### config.mk
export PLATFORM = sky130hd
export DESIGN_NAME = counter_share_arbiter
export DESIGN_NICKNAME = d
export VERILOG_FILES = /design/src/rtl/cnt_arb_pkg.sv /design/src/rtl/rr_arbiter.sv /design/src/rtl/counter_share_arbiter.sv
export SDC_FILE = /design/constraint.sdc
export NUM_CORES = 1
export LEC_CHECK = 0
export BUFFER_PORTS_ARGS = -buffer_cell sky130_fd_sc_hd__buf_2
export CORE_MARGIN = 3
export CORE_UTILIZATION = 35
export CTS_BUF_LIST = sky130_fd_sc_hd__clkbuf_8
export CTS_CLUSTER_DIAMETER = 150
export DETAILED_ROUTE_END_ITERATION = 12
export MAX_ROUTING_LAYER = met4
export PLACE_DENSITY = 0.68
export SKIP_CTS_REPAIR_TIMING = 1
export SLEW_MARGIN = 10
export SYNTH_ARGS = -nofsm -noshare
export SYNTH_HDL_FRONTEND = slang
export SYNTH_SLANG_ARGS = --single-unit
export TNS_END_PERCENT = 100
### constraint.sdc
create_clock -name clk -period 2.9 [get_ports clk]
set_clock_uncertainty 0.1 [all_clocks]
set_input_delay 0.58 -clock clk [delete_from_list [all_inputs] [get_ports clk]]
set_output_delay 0.58 -clock clk [all_outputs]
set_load 0.02 [all_outputs]
### src/rtl/cnt_arb_pkg.sv
// Shared definitions for the counter-sharing arbiter: FSM states, default counter width, one-hot decode.
package cnt_arb_pkg;

   localparam int CNT_WIDTH = 8;
   localparam int MAX_REQ   = 8;

   typedef enum logic [1:0] {
      ST_IDLE  = 2'd0,
      ST_CLEAR = 2'd1,
      ST_RUN   = 2'd2,
      ST_DONE  = 2'd3
   } state_e;

   // Input is one-hot (or zero), so OR-ing the matching indices yields the position.
   function automatic logic [2:0] onehot_to_idx(input logic [MAX_REQ-1:0] oh);
      logic [2:0] idx;
      idx = '0;
      for (int i = 0; i < MAX_REQ; i++) begin
         if (oh[i]) idx = idx | 3'(i);
      end
      return idx;
   endfunction

endpackage

### src/rtl/rr_arbiter.sv
// One-hot requester selection. With CNT_ARB_RR_EN the search starts at ptr and wraps;
// otherwise fixed priority, lowest index wins, and there is no ptr port. Purely combinational.
module rr_arbiter #(
   parameter int N_REQ = 4
) (
   input  logic [N_REQ-1:0]         req,
`ifdef CNT_ARB_RR_EN
   input  logic [$clog2(N_REQ)-1:0] ptr,
`endif
   output logic [N_REQ-1:0]         gnt
);

   logic found;

`ifdef CNT_ARB_RR_EN
   localparam int IDXW = $clog2(N_REQ);

   // First pass covers indices at or above ptr; the second picks up the wrapped part.
   always_comb begin
      gnt   = '0;
      found = 1'b0;
      for (int i = 0; i < N_REQ; i++) begin
         if (!found && req[i] && (IDXW'(i) >= ptr)) begin
            gnt[i] = 1'b1;
            found  = 1'b1;
         end
      end
      for (int i = 0; i < N_REQ; i++) begin
         if (!found && req[i]) begin
            gnt[i] = 1'b1;
            found  = 1'b1;
         end
      end
   end
`else
   always_comb begin
      gnt   = '0;
      found = 1'b0;
      for (int i = 0; i < N_REQ; i++) begin
         if (!found && req[i]) begin
            gnt[i] = 1'b1;
            found  = 1'b1;
         end
      end
   end
`endif

endmodule

### src/rtl/counter_share_arbiter.sv
// Time-shares one external up counter among N_REQ requesters: arbitrate, clear, run for the owner's length, report.
// Build option CNT_ARB_RR_EN selects round-robin arbitration; default build is fixed priority (lowest index).
module counter_share_arbiter
   import cnt_arb_pkg::*;
#(
   parameter int N_REQ = 4,
   parameter int WIDTH = CNT_WIDTH
) (
   input  logic                   clk,
   input  logic                   reset,
   input  logic [N_REQ-1:0]       req,
   input  logic [N_REQ*WIDTH-1:0] req_len,
   output logic [N_REQ-1:0]       grant,
   output logic                   done,
   output logic                   aborted,
   output logic [WIDTH-1:0]       result,
   output logic                   cnt_enable,
   output logic                   cnt_clr,
   input  logic [WIDTH-1:0]       cnt_value
);

   state_e           state_q, state_d;
   logic [N_REQ-1:0] grant_q, grant_d;
   logic [N_REQ-1:0] arb_gnt;
   logic [WIDTH-1:0] len_q, len_d;
   logic [WIDTH-1:0] result_q, result_d;
   logic [WIDTH-1:0] owner_len;
   logic             done_q, done_d;
   logic             aborted_q, aborted_d;
   logic             abort_q, abort_d;
   logic             en_q, en_d;
   logic             clr_q, clr_d;
   logic             owner_req;

`ifdef CNT_ARB_RR_EN
   localparam int IDXW = $clog2(N_REQ);

   logic [IDXW-1:0] ptr_q, ptr_d;
   logic [IDXW-1:0] owner_idx;

   assign owner_idx = IDXW'(onehot_to_idx(MAX_REQ'(grant_q)));

   rr_arbiter #(.N_REQ(N_REQ)) u_arb (
      .req (req),
      .ptr (ptr_q),
      .gnt (arb_gnt)
   );
`else
   rr_arbiter #(.N_REQ(N_REQ)) u_arb (
      .req (req),
      .gnt (arb_gnt)
   );
`endif

   always_comb begin
      owner_len = '0;
      for (int i = 0; i < N_REQ; i++) begin
         if (grant_q[i]) owner_len = req_len[i*WIDTH +: WIDTH];
      end
   end

   assign owner_req = |(req & grant_q);

   always_comb begin
      state_d   = state_q;
      grant_d   = grant_q;
      len_d     = len_q;
      result_d  = result_q;
      abort_d   = abort_q;
      en_d      = en_q;
      clr_d     = 1'b0;
      done_d    = 1'b0;
      aborted_d = 1'b0;
`ifdef CNT_ARB_RR_EN
      ptr_d     = ptr_q;
`endif
      case (state_q)
         ST_IDLE: begin
            grant_d = '0;
            abort_d = 1'b0;
            en_d    = 1'b0;
            if (|req) begin
               grant_d = arb_gnt;
               clr_d   = 1'b1;
               state_d = ST_CLEAR;
            end
         end
         ST_CLEAR: begin
            len_d = owner_len;
            if (owner_len == '0) begin
               state_d = ST_DONE;
            end else if (!owner_req) begin
               abort_d = 1'b1;
               state_d = ST_DONE;
            end else begin
               en_d    = 1'b1;
               state_d = ST_RUN;
            end
         end
         ST_RUN: begin
            // An owner drop wins over completion: the enable is already gated off, so len is never reached.
            if (!owner_req) begin
               en_d    = 1'b0;
               abort_d = 1'b1;
               state_d = ST_DONE;
            end else if (cnt_value == len_q - WIDTH'(1)) begin
               en_d    = 1'b0;
               state_d = ST_DONE;
            end
         end
         ST_DONE: begin
            done_d    = 1'b1;
            aborted_d = abort_q;
            result_d  = cnt_value;
            grant_d   = '0;
            state_d   = ST_IDLE;
`ifdef CNT_ARB_RR_EN
            if (owner_idx == IDXW'(N_REQ - 1)) ptr_d = '0;
            else                               ptr_d = owner_idx + 1'b1;
`endif
         end
         default: begin
            state_d = ST_IDLE;
         end
      endcase
   end

   always_ff @(posedge clk or negedge reset) begin
      if (!reset) begin
         state_q   <= ST_IDLE;
         grant_q   <= '0;
         len_q     <= '0;
         result_q  <= '0;
         abort_q   <= 1'b0;
         en_q      <= 1'b0;
         clr_q     <= 1'b0;
         done_q    <= 1'b0;
         aborted_q <= 1'b0;
`ifdef CNT_ARB_RR_EN
         ptr_q     <= '0;
`endif
      end else begin
         state_q   <= state_d;
         grant_q   <= grant_d;
         len_q     <= len_d;
         result_q  <= result_d;
         abort_q   <= abort_d;
         en_q      <= en_d;
         clr_q     <= clr_d;
         done_q    <= done_d;
         aborted_q <= aborted_d;
`ifdef CNT_ARB_RR_EN
         ptr_q     <= ptr_d;
`endif
      end
   end

   assign grant      = grant_q;
   assign done       = done_q;
   assign aborted    = aborted_q;
   assign result     = result_q;
   assign cnt_clr    = clr_q;
   // Gated by the live request so an owner drop stops the counter in the same cycle.
   assign cnt_enable = en_q & owner_req;

endmodule

==> results.sh <==
export IMPL_dr_total_vias=1520
export IMPL_row_count=24
export IMPL_setup_viol=0
export IMPL_preCtsSetupSlack_ns=0.542
export IMPL_power_internal_mw=1.26
export IMPL_yosys_area_top_type="dfrtp_1"
export IMPL_drv_slew=0
export IMPL_arrival_ns=1.71
export IMPL_timing_critical_path_required_ns=2.22
export IMPL_whs_ns=0.208
export IMPL_finalNonFillerCells=282
export IMPL_crit_path_max_fanout=17
export IMPL_timing_critical_path_cells="a22oi_1 -> nand2_1 -> and2_1 -> buf_2"
export IMPL_total_switching_power_mw=1.02
export IMPL_max_cap_violations=0
export IMPL_route_detailed_drc=0
export IMPL_worst_path_buf_inv=1
export IMPL_place_detailed_instances=278
export IMPL_placement_io_buffers=61
export IMPL_n_antenna_cell=0
export IMPL_synth_cells=172
export IMPL_worstHoldPathType="in -> async"
export IMPL_synthDominantCellAreaShare=0.400
export IMPL_number_of_antenna_violations_at_the_first_check_in_global_routing=0
export IMPL_setup_worst_path_end_class="output port"
export IMPL_cellLeakagePower_nw=1.02
export IMPL_power_clock_fraction=0.094
export IMPL_power_mw=2.27
export IMPL_worst_margin_slew_ns=0.724
export IMPL_maxSlewHeadroom=0.513
export IMPL_grt_use_total=0.163
export IMPL_design_portCount=62
export IMPL_final_antenna_net_count=0
export IMPL_ys_top_cells_by_count="dfrtp_1, nand2_1, a21oi_1, inv_1, mux2_2"
export IMPL_fin_crit_sh=0.825
export IMPL_worst_setup_hold_path_clk_slew_ns=0.09
export IMPL_insertion_delay_ns=0.27
export IMPL_synth_fp_nets=224
export IMPL_floorplan_core_area_mm2=0.00450
export IMPL_grt_overflow=0
export IMPL_synth_edff_count=0
export IMPL_fp_dieArea_mm2=0.00569
export IMPL_path_depth=4
export IMPL_cts_sinks=27
export IMPL_syn_area_per_cell_um2=9.81
export IMPL_yosysUniqueCellTypes=50
export IMPL_nNetsFinal=283
export IMPL_r2r_setup_slack_ns=0.59
export IMPL_critical_path_max_stage_delay_ns=0.67
export IMPL_die_height_um=75.4
export IMPL_place_gp_congestion=0.834
export IMPL_status="completed"
export IMPL_path_delay_family="flip-flops"
export IMPL_comb_power_share=0.584
export IMPL_postPlaceCellArea_mm2=0.00202
export IMPL_worst_path_max_delay_cell="dfrtp_1"
export IMPL_rr_worst_depth=7
export IMPL_drive_above_1_share=0.335
export IMPL_post_drt_via_cell_ratio=5.39
export IMPL_yosys_top_cells_area="dfrtp_1, mux2_2, ha_1"
export IMPL_cts_tree="done"
export IMPL_synthesized_cell_area_mm2=0.00169
export IMPL_initial_util=0.375
export IMPL_cts_max_level=1
export IMPL_synth_warnings=0
export IMPL_firstDrtPassIters=4
export IMPL_fin_area_mm2=0.00207
export IMPL_dr_first_iter_drc_count=94
export IMPL_final_period_minus_worst_setup_slack_ns=2.39
export IMPL_global_route_wire_length_before_repair_mm=6.99
export IMPL_die_w_um=75.4
export IMPL_synth_seq_cells=27
export IMPL_place_hpwl_mm=3.30
export IMPL_unrepaired_setup_endpoints_after_global_routing="no"
export IMPL_postLayoutSetupSlackWorst_ns=0.507
export IMPL_post_route_util=0.459
export IMPL_pin_count_of_the_biggest_net_entering_global_routing=28
export IMPL_critPathLaunchType="flip-flop"
export IMPL_clk_root_buffer_cell="clkbuf_8"
export IMPL_timing_fmax_mhz=418
export IMPL_final_hold_violations=0
export IMPL_synthMostInstantiatedCell="dfrtp_1"
export IMPL_clk_path_buf_depth=2
export IMPL_async_reset_ff_frac=1.00
export IMPL_p_sw_frac=0.448
export IMPL_synth_top_flop_cell="dfrtp_1"
export IMPL_number_of_global_route_vias_before_repair=1482
export IMPL_sequentialPowerShare=0.322
export IMPL_path_class="reg -> out"
export IMPL_avgRoutedWirePerCell_um=14.7
export IMPL_sequential_to_total_area_share_from_yosys_stat=0.400
export IMPL_tns_ns=0
export IMPL_drt_total_wl_mm=4.13
export IMPL_pwr_density_cell_mw_per_mm2=1100
export IMPL_synthToLayoutAreaGrowth_pct=22.5
export IMPL_cts_buffers_inserted=3
export IMPL_irDropWorstVdd_mv=0.340
[path summary, 6_finish.rpt]
kind	from	end
setup / recovery	grant[3]	cnt_enable
setup reg to reg	grant[1]	state_q[0]
max in group asynchronous	reset	result[1]
min in group clk	result[5]	result[5]
hold / removal	reset	len_q[2]
hold reg to reg	result[5]	result[5]
[sequential cells by signal, summed over array words and instances, names as in the netlist]
signal,flops
abort_q,1
aborted,1
done,1
state_q,2
cnt_clr,1
grant,4
en_q,1
result,8
len_q,8
[final cells by class]
| cell class | count | area [um^2] |
|---|---|---|
| fill | 422 | 2440 |
| sequential | 27 | 676 |
| clock buffer | 3 | 41.3 |
| multi-input combinational | 128 | 937 |
| inverter | 10 | 37.5 |
| tap | 52 | 65.1 |
| clock inverter | 1 | 5.00 |
| timing repair buffer | 61 | 305 |
[logic make-up after synthesis]
| group | count (synthesis) | synth area share |
|---|---|---|
| multiplexers | 10 | 0.0682 |
| buffers and inverters | 17 | 0.0445 |
| AO/OA/AOI/OAI | 53 | 0.234 |
| flip-flops | 27 | 0.400 |
| adder cells (fa/ha/maj) | 6 | 0.0445 |
| AND/OR/NAND/NOR | 48 | 0.152 |
| XOR/XNOR | 11 | 0.0571 |
[routing by layer]
metal | up-vias | track usage | routed length [um]
met2 | 46 | 0.262 | 2110
met4 | 0 | 0.0311 | 29
met3 | 4 | 0.0396 | 212
met1 | 717 | 0.210 | 1780
li1 | 753 | - | -
met5 | - | - | 0
[cells in the final DEF, fill, tap and decap left out, types with 5 or more instances in the layout]
cell type,synthesis,routed
nor2_1,6,6
xnor2_1,5,5
xor2_1,6,6
o21ai_0,6,6
ha_1,6,6
buf_2,3,61
a21oi_1,9,9
inv_1,9,9
nor3_1,7,7
nand2_1,13,13
mux2_2,8,8
dfrtp_1,27,27
[power by group through the flow]
stage                     clock network (mW)  registers, mW  logic, mW
after floorplan                            0          0.789      0.955
after global placement                     0          0.737       1.32
after detailed placement                   0          0.742       1.33
after CTS                              0.220          0.734       1.34
after global routing                   0.237          0.763       1.49
final                                  0.214          0.732       1.33
(Power assumes the default switching activity.)
